===== config.mk =====
export PLATFORM = sky130hd
export DESIGN_NAME = usbh_report_decoder_gen_flat
export DESIGN_NICKNAME = d
export VERILOG_FILES = /design/src/rtl/usbh_report_decoder_gen_if.sv /design/src/rtl/usbh_report_decoder_gen.sv /design/src/flat_wrapper.sv
export SDC_FILE = /design/constraint.sdc
export NUM_CORES = 1
export LEC_CHECK = 0
export CORE_ASPECT_RATIO = 0.75
export CORE_MARGIN = 3
export CORE_UTILIZATION = 40
export CTS_BUF_LIST = sky130_fd_sc_hd__clkbuf_4 sky130_fd_sc_hd__clkbuf_8
export DETAILED_ROUTE_END_ITERATION = 16
export PLACE_DENSITY = 0.74
export SKIP_CTS_REPAIR_TIMING = 1
export SLEW_MARGIN = 25
export SYNTH_ARGS = -nofsm -noshare
export SYNTH_HDL_FRONTEND = slang
export SYNTH_SLANG_ARGS = --single-unit
export TNS_END_PERCENT = 20

===== constraint.sdc =====
create_clock -name i_clk -period 1.66 [get_ports i_clk]
set_input_delay 0.498 -clock i_clk [delete_from_list [all_inputs] [get_ports i_clk]]
set_output_delay 0.498 -clock i_clk [all_outputs]
set_load 0.05 [all_outputs]

===== src/rtl/usbh_report_decoder_gen_if.sv =====
// usbh_report_decoder_gen_if: HID report strobe in, NES pad state out.
interface usbh_report_decoder_gen_if;
    logic [63:0] i_report;
    logic        i_report_valid;
    logic [7:0]  o_btn;
    logic [1:0]  o_turbo;
    logic        o_connected;
    modport master (output i_report, i_report_valid, input o_btn, o_turbo, o_connected);
    modport slave  (input i_report, i_report_valid, output o_btn, o_turbo, o_connected);
endinterface


===== src/rtl/usbh_report_decoder_gen.sv =====
// usbh_report_decoder_gen: HID gamepad report to NES buttons with hat/axis decode,
// SOCD cleaning, turbo autofire and report-loss timeout.
module usbh_report_decoder_gen #(
    parameter int         c_clk_hz       = 6000000,
    parameter int         c_autofire_hz  = 10,
    parameter int         c_timeout_ms   = 100,
    parameter int         c_x_byte       = 1,
    parameter int         c_y_byte       = 2,
    parameter int         c_hat_bit      = 60,
    parameter int         c_a_bit        = 46,
    parameter int         c_b_bit        = 48,
    parameter int         c_sel_bit      = 54,
    parameter int         c_start_bit    = 55,
    parameter int         c_ta_bit       = 52,
    parameter int         c_tb_bit       = 53,
    parameter logic [7:0] c_axis_lo      = 8'h40,
    parameter logic [7:0] c_axis_hi      = 8'hC0,
    parameter logic [7:0] c_hyst         = 8'h10,
    parameter bit         c_socd_neutral = 1'b1
) (
    input logic                      i_clk,
    input logic                      i_rstn,
    usbh_report_decoder_gen_if.slave bus
);
    localparam int c_half   = c_clk_hz / (2 * c_autofire_hz);
    localparam int c_ms_div = c_clk_hz / 1000;
    localparam int aw       = $clog2(c_half + 1);
    localparam int pw       = $clog2(c_ms_div + 1);
    localparam int mw       = $clog2(c_timeout_ms + 1);

    logic [7:0]    x_q, y_q;
    logic [3:0]    hat_q, key_q;
    logic [1:0]    tb_q;
    logic          vld;
    logic [aw-1:0] af_cnt;
    logic          phase;
    logic [pw-1:0] pre;
    logic [mw-1:0] ms;
    logic          conn;
    logic [3:0]    hat_dir, axis, keys;
    logic [1:0]    turbo, turbo_prev;
    logic [3:0]    hat_dec, axis_nxt, dir_raw, dir;
    logic          expire;

    // Direction vectors are {R,L,D,U}; keys are {start,select,B,A}
    always_comb begin
        hat_dec = {hat_q inside {4'd1, 4'd2, 4'd3}, hat_q inside {4'd5, 4'd6, 4'd7},
                   hat_q inside {4'd3, 4'd4, 4'd5}, hat_q inside {4'd7, 4'd0, 4'd1}};
        axis_nxt[3] = x_q > c_axis_hi ? 1'b1 : x_q <= c_axis_hi - c_hyst ? 1'b0 : axis[3];
        axis_nxt[2] = x_q < c_axis_lo ? 1'b1 : x_q >= c_axis_lo + c_hyst ? 1'b0 : axis[2];
        axis_nxt[1] = y_q > c_axis_hi ? 1'b1 : y_q <= c_axis_hi - c_hyst ? 1'b0 : axis[1];
        axis_nxt[0] = y_q < c_axis_lo ? 1'b1 : y_q >= c_axis_lo + c_hyst ? 1'b0 : axis[0];
        dir_raw = hat_dir | axis;
        dir = {c_socd_neutral && dir_raw[3] && dir_raw[2] ? 2'b00 : dir_raw[3:2],
               c_socd_neutral && dir_raw[1] && dir_raw[0] ? 2'b00 : dir_raw[1:0]};
        // A fresh report in the expiry cycle wins over the drop
        expire = ms == mw'(c_timeout_ms) && !bus.i_report_valid;
    end

    always_ff @(posedge i_clk or negedge i_rstn) begin
        if (!i_rstn) begin
            x_q        <= '0;
            y_q        <= '0;
            hat_q      <= '0;
            key_q      <= '0;
            tb_q       <= '0;
            vld        <= 1'b0;
            af_cnt     <= '0;
            phase      <= 1'b0;
            pre        <= '0;
            ms         <= '0;
            conn       <= 1'b0;
            hat_dir    <= '0;
            axis       <= '0;
            keys       <= '0;
            turbo      <= '0;
            turbo_prev <= '0;
            bus.o_btn  <= '0;
        end else begin
            vld <= bus.i_report_valid;
            if (bus.i_report_valid) begin
                x_q   <= bus.i_report[c_x_byte*8 +: 8];
                y_q   <= bus.i_report[c_y_byte*8 +: 8];
                hat_q <= bus.i_report[c_hat_bit +: 4];
                key_q <= {bus.i_report[c_start_bit], bus.i_report[c_sel_bit],
                          bus.i_report[c_b_bit], bus.i_report[c_a_bit]};
                tb_q  <= {bus.i_report[c_tb_bit], bus.i_report[c_ta_bit]};
            end
            af_cnt <= af_cnt == aw'(c_half - 1) ? '0 : af_cnt + 1'b1;
            if (af_cnt == aw'(c_half - 1))
                phase <= ~phase;
            if (bus.i_report_valid) begin
                pre  <= '0;
                ms   <= '0;
                conn <= 1'b1;
            end else begin
                pre <= pre == pw'(c_ms_div - 1) ? '0 : pre + 1'b1;
                if (pre == pw'(c_ms_div - 1) && ms != mw'(c_timeout_ms))
                    ms <= ms + 1'b1;
            end
            if (expire) begin
                conn       <= 1'b0;
                hat_dir    <= '0;
                axis       <= '0;
                keys       <= '0;
                turbo      <= '0;
                turbo_prev <= '0;
            end else if (vld) begin
                hat_dir    <= hat_dec;
                axis       <= axis_nxt;
                keys       <= key_q;
                turbo      <= turbo ^ (tb_q & ~turbo_prev);
                turbo_prev <= tb_q;
            end
            bus.o_btn <= expire || !conn ? '0 :
                         {dir, keys[3:2], keys[1] | (turbo[1] & phase), keys[0] | (turbo[0] & phase)};
        end
    end

    assign bus.o_turbo     = turbo;
    assign bus.o_connected = conn;
endmodule


===== src/flat_wrapper.sv =====
// flat-port wrapper written by rule: the top's interface ports become plain ports
module usbh_report_decoder_gen_flat 
#(
    parameter int         c_clk_hz       = 6000000,
    parameter int         c_autofire_hz  = 10,
    parameter int         c_timeout_ms   = 100,
    parameter int         c_x_byte       = 1,
    parameter int         c_y_byte       = 2,
    parameter int         c_hat_bit      = 60,
    parameter int         c_a_bit        = 46,
    parameter int         c_b_bit        = 48,
    parameter int         c_sel_bit      = 54,
    parameter int         c_start_bit    = 55,
    parameter int         c_ta_bit       = 52,
    parameter int         c_tb_bit       = 53,
    parameter logic [7:0] c_axis_lo      = 8'h40,
    parameter logic [7:0] c_axis_hi      = 8'hC0,
    parameter logic [7:0] c_hyst         = 8'h10,
    parameter bit         c_socd_neutral = 1'b1
)
  (i_clk, i_rstn, bus_i_report, bus_i_report_valid, bus_o_btn, bus_o_turbo, bus_o_connected);
  usbh_report_decoder_gen_if bus_i ();
  input logic i_clk;
  input logic i_rstn;
  input wire logic [$bits(bus_i.i_report)-1:0] bus_i_report;
  input wire logic [$bits(bus_i.i_report_valid)-1:0] bus_i_report_valid;
  output wire logic [$bits(bus_i.o_btn)-1:0] bus_o_btn;
  output wire logic [$bits(bus_i.o_turbo)-1:0] bus_o_turbo;
  output wire logic [$bits(bus_i.o_connected)-1:0] bus_o_connected;
  assign bus_i.i_report = bus_i_report;
  assign bus_i.i_report_valid = bus_i_report_valid;
  assign bus_o_btn = bus_i.o_btn;
  assign bus_o_turbo = bus_i.o_turbo;
  assign bus_o_connected = bus_i.o_connected;
  usbh_report_decoder_gen #(.c_clk_hz(c_clk_hz), .c_autofire_hz(c_autofire_hz), .c_timeout_ms(c_timeout_ms), .c_x_byte(c_x_byte), .c_y_byte(c_y_byte), .c_hat_bit(c_hat_bit), .c_a_bit(c_a_bit), .c_b_bit(c_b_bit), .c_sel_bit(c_sel_bit), .c_start_bit(c_start_bit), .c_ta_bit(c_ta_bit), .c_tb_bit(c_tb_bit), .c_axis_lo(c_axis_lo), .c_axis_hi(c_axis_hi), .c_hyst(c_hyst), .c_socd_neutral(c_socd_neutral)) u_core (.i_clk(i_clk), .i_rstn(i_rstn), .bus(bus_i));
endmodule

==> results.md, run 1 <==
- Nets: 494
- Worst Hold Path Cells: 1
- Gate power share: 0.173
- CP Launch Type: flip-flop
- Post-synthesis register bit count: 92
- WP data arrival: 2.01 ns
- Status: finished, violations left
- Post-Synth Simple-Gate Area: 0.179
- Placeable Area: 9740 µm²
- WS Path Type: flip-flop to flip-flop
- Post-synthesis adder-cell area fraction: 0.0125
- Vias in the first global route: 2913
- CTS Sinks: 92
- Syn_nets: 426
- Post-synth EDFFs: 0
- Power Dens Cells: 945 nW/µm²
- Final slew viol count: 0
- Top FF cell, synth: dfrtp_1
- Total CTS buffers: 9
- Switching Share: 0.273
- Placement Cell Area: 4850 µm²
- Most frequent cell after synthesis: dfrtp_1
- Top cells by count, synth: 92 x dfrtp_1, 47 x nor2_1, 26 x mux2_2, 17 x a21oi_1
- Hold_ws: 0.473 ns
- Sequential share of power: 0.527
- I/O Buffers: 39
- Root buffer cell: clkbuf_8
- Synth-to-layout area growth: 28.0%
- Clock Tree Buf Depth: 2
- Post-DR wirelength/cell: 14.7 µm
- Syn Std Cell Area: 4020 µm²
- Max Cap Viol: 0
- Yosys warns: 0
- DR vias: 2901
- M1 WL: 3.74 mm
- Gr ovfl total: 0
- Crit path required time: 1.95 ns
- Detailed placement HPWL: 5.68 mm
- Drt first pass iters: 4
- Final ANT Viol Nets: 0
- DR top layer: met4
- Synth Area in XOR/XNOR: 0.0588
- Total Wirelength: 8.20 mm
- Max transition margin: 0.696
- Slew of the pin with the lowest slew margin: 0.452 ns
- Switch Pwr: 1.33 mW
- H-tree levels: 3
- Post-synth top area cell: dfrtp_1
- Synth cell types: 41
- Cell area after layout: 5140 µm²
- Worst clock skew: 0.0140 ns
- Share of cells above drive strength 1: 0.227
- Compound-Gate Fraction of Synth Area: 0.0676
- P_int: 3.53 mW
- Hold Crit Class: flip-flop to flip-flop
- Final min period: 1.72 ns
- Worst-Skew Late Latency: 0.36 ns
- Mapped Cells: 355
- Worst Setup End Kind: flip-flop
- Failing checks: setup timing
- PnR worst setup slack: -0.0590 ns
- Synth area leaders: dfrtp_1 57%, mux2_2 7.3%, nor2_1 4.4%, xnor2_1 3.1%, xor2_1 2.8%
- Clock transition at the registers of the reported paths: 0.09 ns
- Async S/R FF share, synth: 1.00
- RSZ-0062 raised after global routing: true
- Clk pwr share: 0.299
- DR DRC count: 0
- Initial Util: 0.413
- RD Place Congestion: 0.838
- VDD IR max: 0.000402 V
- Worst-path fanout max: 5
- Post-synth top area share: 0.573
- Num rows: 31
- Vias per cell: 5.19
- Final core occ: 0.528
- Register area share after synthesis: 0.573
- Avg Inst Size Synth: 11.3 µm²
- Area of the die: 11300 µm²
- Hold Vio Cnt, Final: 0
- Final period utilization: 1.04
- Fmax achieved: 0.582 GHz
- DIE HEIGHT: 92.8 µm
- Met3 Routed Length: 370 µm
- CTS tree: yes
- Antenna violations before repair: 0
- First-pass GRT wire length: 13.5 mm
- Die X: 122 µm
- Overall power: 4.86 mW
- Post-synthesis mux area share: 0.0853
- Drt initial violations: 178
- Leakage: 2.24 nW
- Setup TNS: -0.0637 ns
- Diode count: 0
- Worst R2R Path Depth: 7
- Io pins: 78
- Tot GR Track Use: 0.150
- Largest family of logic cells by synthesized area: simple AND/OR/NAND/NOR gates
- Met2 routed WL: 3.95 mm
- Final setup fails: 2
- Largest net degree at the start of global routing: 37
-- final timing paths --
kind                                   start                  end  slack (ns)
max reg2reg                     u_core.ms[0]         u_core.ms[3]       -0.06
max in group asynchronous             i_rstn     u_core.af_cnt[1]        0.58
max                             u_core.ms[0]         u_core.ms[3]       -0.06
min                        u_core.hat_dir[0]  u_core.bus.o_btn[5]        0.47
min in group asynchronous             i_rstn         u_core.ms[6]        0.56
min reg2reg                u_core.hat_dir[0]  u_core.bus.o_btn[5]        0.47
-- cells by family (layout without fill, tap and decap cells) --
group                      after synthesis  count (layout)
AOI/OAI and AO/OA                       45              45
and+or+nand+nor                        132             133
DFF                                     92              92
buffers and inverters                   24              95
adders and majority gates                4               4
xor gates and xnor gates                27              27
muxes                                   31              31
-- power by group through the flow --
stage	Clock (mW)	Combinational [mW]	Sequential, mW
6_report	1.46	0.843	2.56
3_5_place_dp	0	0.843	2.61
2_1_floorplan	0	0.222	2.74
5_1_grt	1.58	0.903	2.59
3_3_place_gp	0	0.824	2.60
4_1_cts	1.49	0.847	2.56
-- cells in the final DEF (no fill, tap or decap), types with 10 or more instances in the layout --
cell,n
a21oi_1,14
clkdlybuf4s50_1,26
o21ai_0,11
xor2_1,13
nand3_1,12
nor3_1,10
mux2_2,26
nor2_1,46
buf_12,14
xnor2_1,14
buf_4,25
dfrtp_1,92
nand4_1,14
nand2_1,11
-- critical path, stage by stage (launching register included) --
cell and delay, ns:
dfrtp_1 0.36, inv_1 0.05, ha_1 0.21, nand4b_1 0.14
buf_6 0.14, nor3b_4 0.06, or4_1 0.54, a21oi_2 0.16
-- flip-flops by register name (all words and copies together), names as in the netlist, 7 cells and up --
register          cells
u_core.ms             7
u_core.af_cnt        19
u_core.x_q            8
u_core.pre           13
u_core.bus.o_btn      8
u_core.y_q            8
-- cell type report --
cell class | instances | area [µm²]
fillers | 800 | 4590
flip-flops and latches | 92 | 2300
multi-input cells | 240 | 1680
repair buffers | 69 | 766
well taps | 132 | 165
clock buffers | 9 | 124
clock inverters | 6 | 66.3
inverters | 11 | 41.3
-- per-stage QoR --
step,worst slack [ns],cells
floorplan,0.0449,355
global placement,0.0252,539
detailed placement,-0.0471,539
CTS,-0.0652,554
global route,-0.132,559
finish,-0.0590,559
-- routing by layer --
metal / global-route usage / vias up
met5: 0 / -
met4: 0.0532 / 0
met3: 0.0476 / 14
met2: 0.244 / 56
met1: 0.189 / 1439
li1: - / 1392
(Power assumes the default switching activity.)
==> run 2, diff against run 1 <==
--- a/config.mk
+++ b/config.mk
@@ -7,10 +7,10 @@
 export LEC_CHECK = 0
 export CORE_ASPECT_RATIO = 0.75
 export CORE_MARGIN = 3
-export CORE_UTILIZATION = 40
+export CORE_UTILIZATION = 30
 export CTS_BUF_LIST = sky130_fd_sc_hd__clkbuf_4 sky130_fd_sc_hd__clkbuf_8
 export DETAILED_ROUTE_END_ITERATION = 16
-export PLACE_DENSITY = 0.74
+export PLACE_DENSITY = 0.6
 export SKIP_CTS_REPAIR_TIMING = 1
 export SLEW_MARGIN = 25
 export SYNTH_ARGS = -nofsm -noshare
==> results.md, run 2 (same netlist as run 1, synthesis figures left out) <==
- Worst Setup End Kind: flip-flop
- Final core occ: 0.408
- Failing checks: setup timing
- Placed Cells: 577
- Vias per cell: 4.88
- Total Wirelength: 8.17 mm
- CP Launch Type: flip-flop
- Placeable Area: 12700 µm²
- Io pins: 78
- Fmax achieved: 0.596 GHz
- Nets: 496
- Tot GR Track Use: 0.115
- Crit-path cells: inv_2, ha_4, nand4b_1, buf_4, nor4b_4, nand2b_4, buf_6, nor4_1
- Final min period: 1.68 ns
- Biggest register: u_core.af_cnt
- Commonest non-fill, non-tap cells in the layout: 91 x dfrtp_1, 46 x nor2_1, 28 x buf_4
- Slew of the pin with the lowest slew margin: 0.368 ns
- Diode count: 0
- Worst-path fanout max: 8
- First-pass GRT wire length: 13.9 mm
- Max transition margin: 0.755
- Gr ovfl total: 0
- Final ANT Viol Nets: 0
- Status: finished, violations left
- Root buffer cell: clkbuf_8
- Largest regs: u_core.af_cnt: 19 flops, u_core.pre: 13 flops
- Area of the die: 14800 µm²
- Antenna violations before repair: 0
- R2R setup slack: -0.02 ns
- VDD IR max: 0.000538 V
- CTS Sinks: 92
- PnR worst setup slack: -0.0186 ns
- Max FFs per register: 19
- Final slew viol count: 0
- Max Cap Viol: 0
- Drt initial violations: 122
- Num rows: 35
- DR DRC count: 0
- Clock Tree Buf Depth: 2
- Post-DR wirelength/cell: 13.7 µm
- Clock transition at the registers of the reported paths: 0.09 ns
- Overall power: 4.75 mW
- RD Place Congestion: 0.798
- Power Dens Cells: 916 nW/µm²
- I/O Buffers: 39
- DIE HEIGHT: 106 µm
- Place WS: -0.0244 ns
- Vias in the first global route: 2903
- Cell area after layout: 5180 µm²
- Worst-Skew Late Latency: 0.36 ns
- Die X: 140 µm
- CP peak stage delay: 0.40 ns
- WP data arrival: 1.93 ns
- RSZ-0062 raised after global routing: true
- Largest net degree at the start of global routing: 65
- DR vias: 2902
- Synth-to-layout area growth: 29.0%
- Final setup fails: 5
- Buf+Inv Stages, Crit Path: 3
- Max stage delay cell, worst path: dfrtp_1
- Final period utilization: 1.01
- Post-Layout Cell Count: 595
- Initial Util: 0.316
- Hold_ws: 0.127 ns
- Total CTS buffers: 9
- CTS tree: yes
- Drt first pass iters: 4
- Hold Crit Class: input pin to async pin
- H-tree levels: 3
- WS Path Type: flip-flop to flip-flop
- Commonest non-fill, non-tap cell in the layout: dfrtp_1
- Hold Vio Cnt, Final: 0
- Crit-path leading delay family: simple AND/OR/NAND/NOR gates
- Share of cells above drive strength 1: 0.245
- Crit path required time: 1.91 ns
- Leakage: 2.23 nW
- Detailed placement HPWL: 5.60 mm
- Worst clock skew: 0.0105 ns
- Setup TNS: -0.0554 ns
- Placement Cell Area: 4900 µm²
## run 2: layer usage
layer  vias to the layer above  global-route usage  wire length (µm)
li1                       1405                   -                 -
met3                         8              0.0351               346
met1                      1439               0.147              3820
met5                         -                   0                 0
met2                        50               0.186              3880
met4                         0              0.0387               128
## run 2: where the power goes
part,switching [mW],total [mW],internal (mW)
registers,0.154,2.56,2.41
logic,0.399,0.822,0.423
clock network,0.810,1.36,0.550
## run 2: area by class of cell
type | instances | area [µm²]
flip-flops and latches | 92 | 2300
inverters | 11 | 45.0
well taps | 166 | 208
fillers | 1182 | 7520
repair buffers | 71 | 761
clock buffers | 9 | 124
clock inverters | 6 | 50.0
multi-input cells | 240 | 1690
## run 2: worst paths after layout
check | depth (start not counted) | from | endpoint
worst max-delay path | 8 | u_core.ms[0] | u_core.bus.o_btn[6]
worst min-delay path | 2 | i_rstn | u_core.y_q[7]
worst max register to register | 8 | u_core.ms[0] | u_core.bus.o_btn[6]
worst min register to register | 1 | u_core.hat_dir[3] | u_core.bus.o_btn[6]
max in group asynchronous | 2 | i_rstn | u_core.pre[12]
min in group i_clk | 1 | u_core.hat_dir[3] | u_core.bus.o_btn[6]
==> run 3, diff against run 2 <==
--- a/config.mk
+++ b/config.mk
@@ -5,6 +5,7 @@
 export SDC_FILE = /design/constraint.sdc
 export NUM_CORES = 1
 export LEC_CHECK = 0
+export CAP_MARGIN = 20
 export CORE_ASPECT_RATIO = 0.75
 export CORE_MARGIN = 3
 export CORE_UTILIZATION = 30
==> results of run 3 <==
The final DEF is identical to that of run 2; final timing and power are the same.
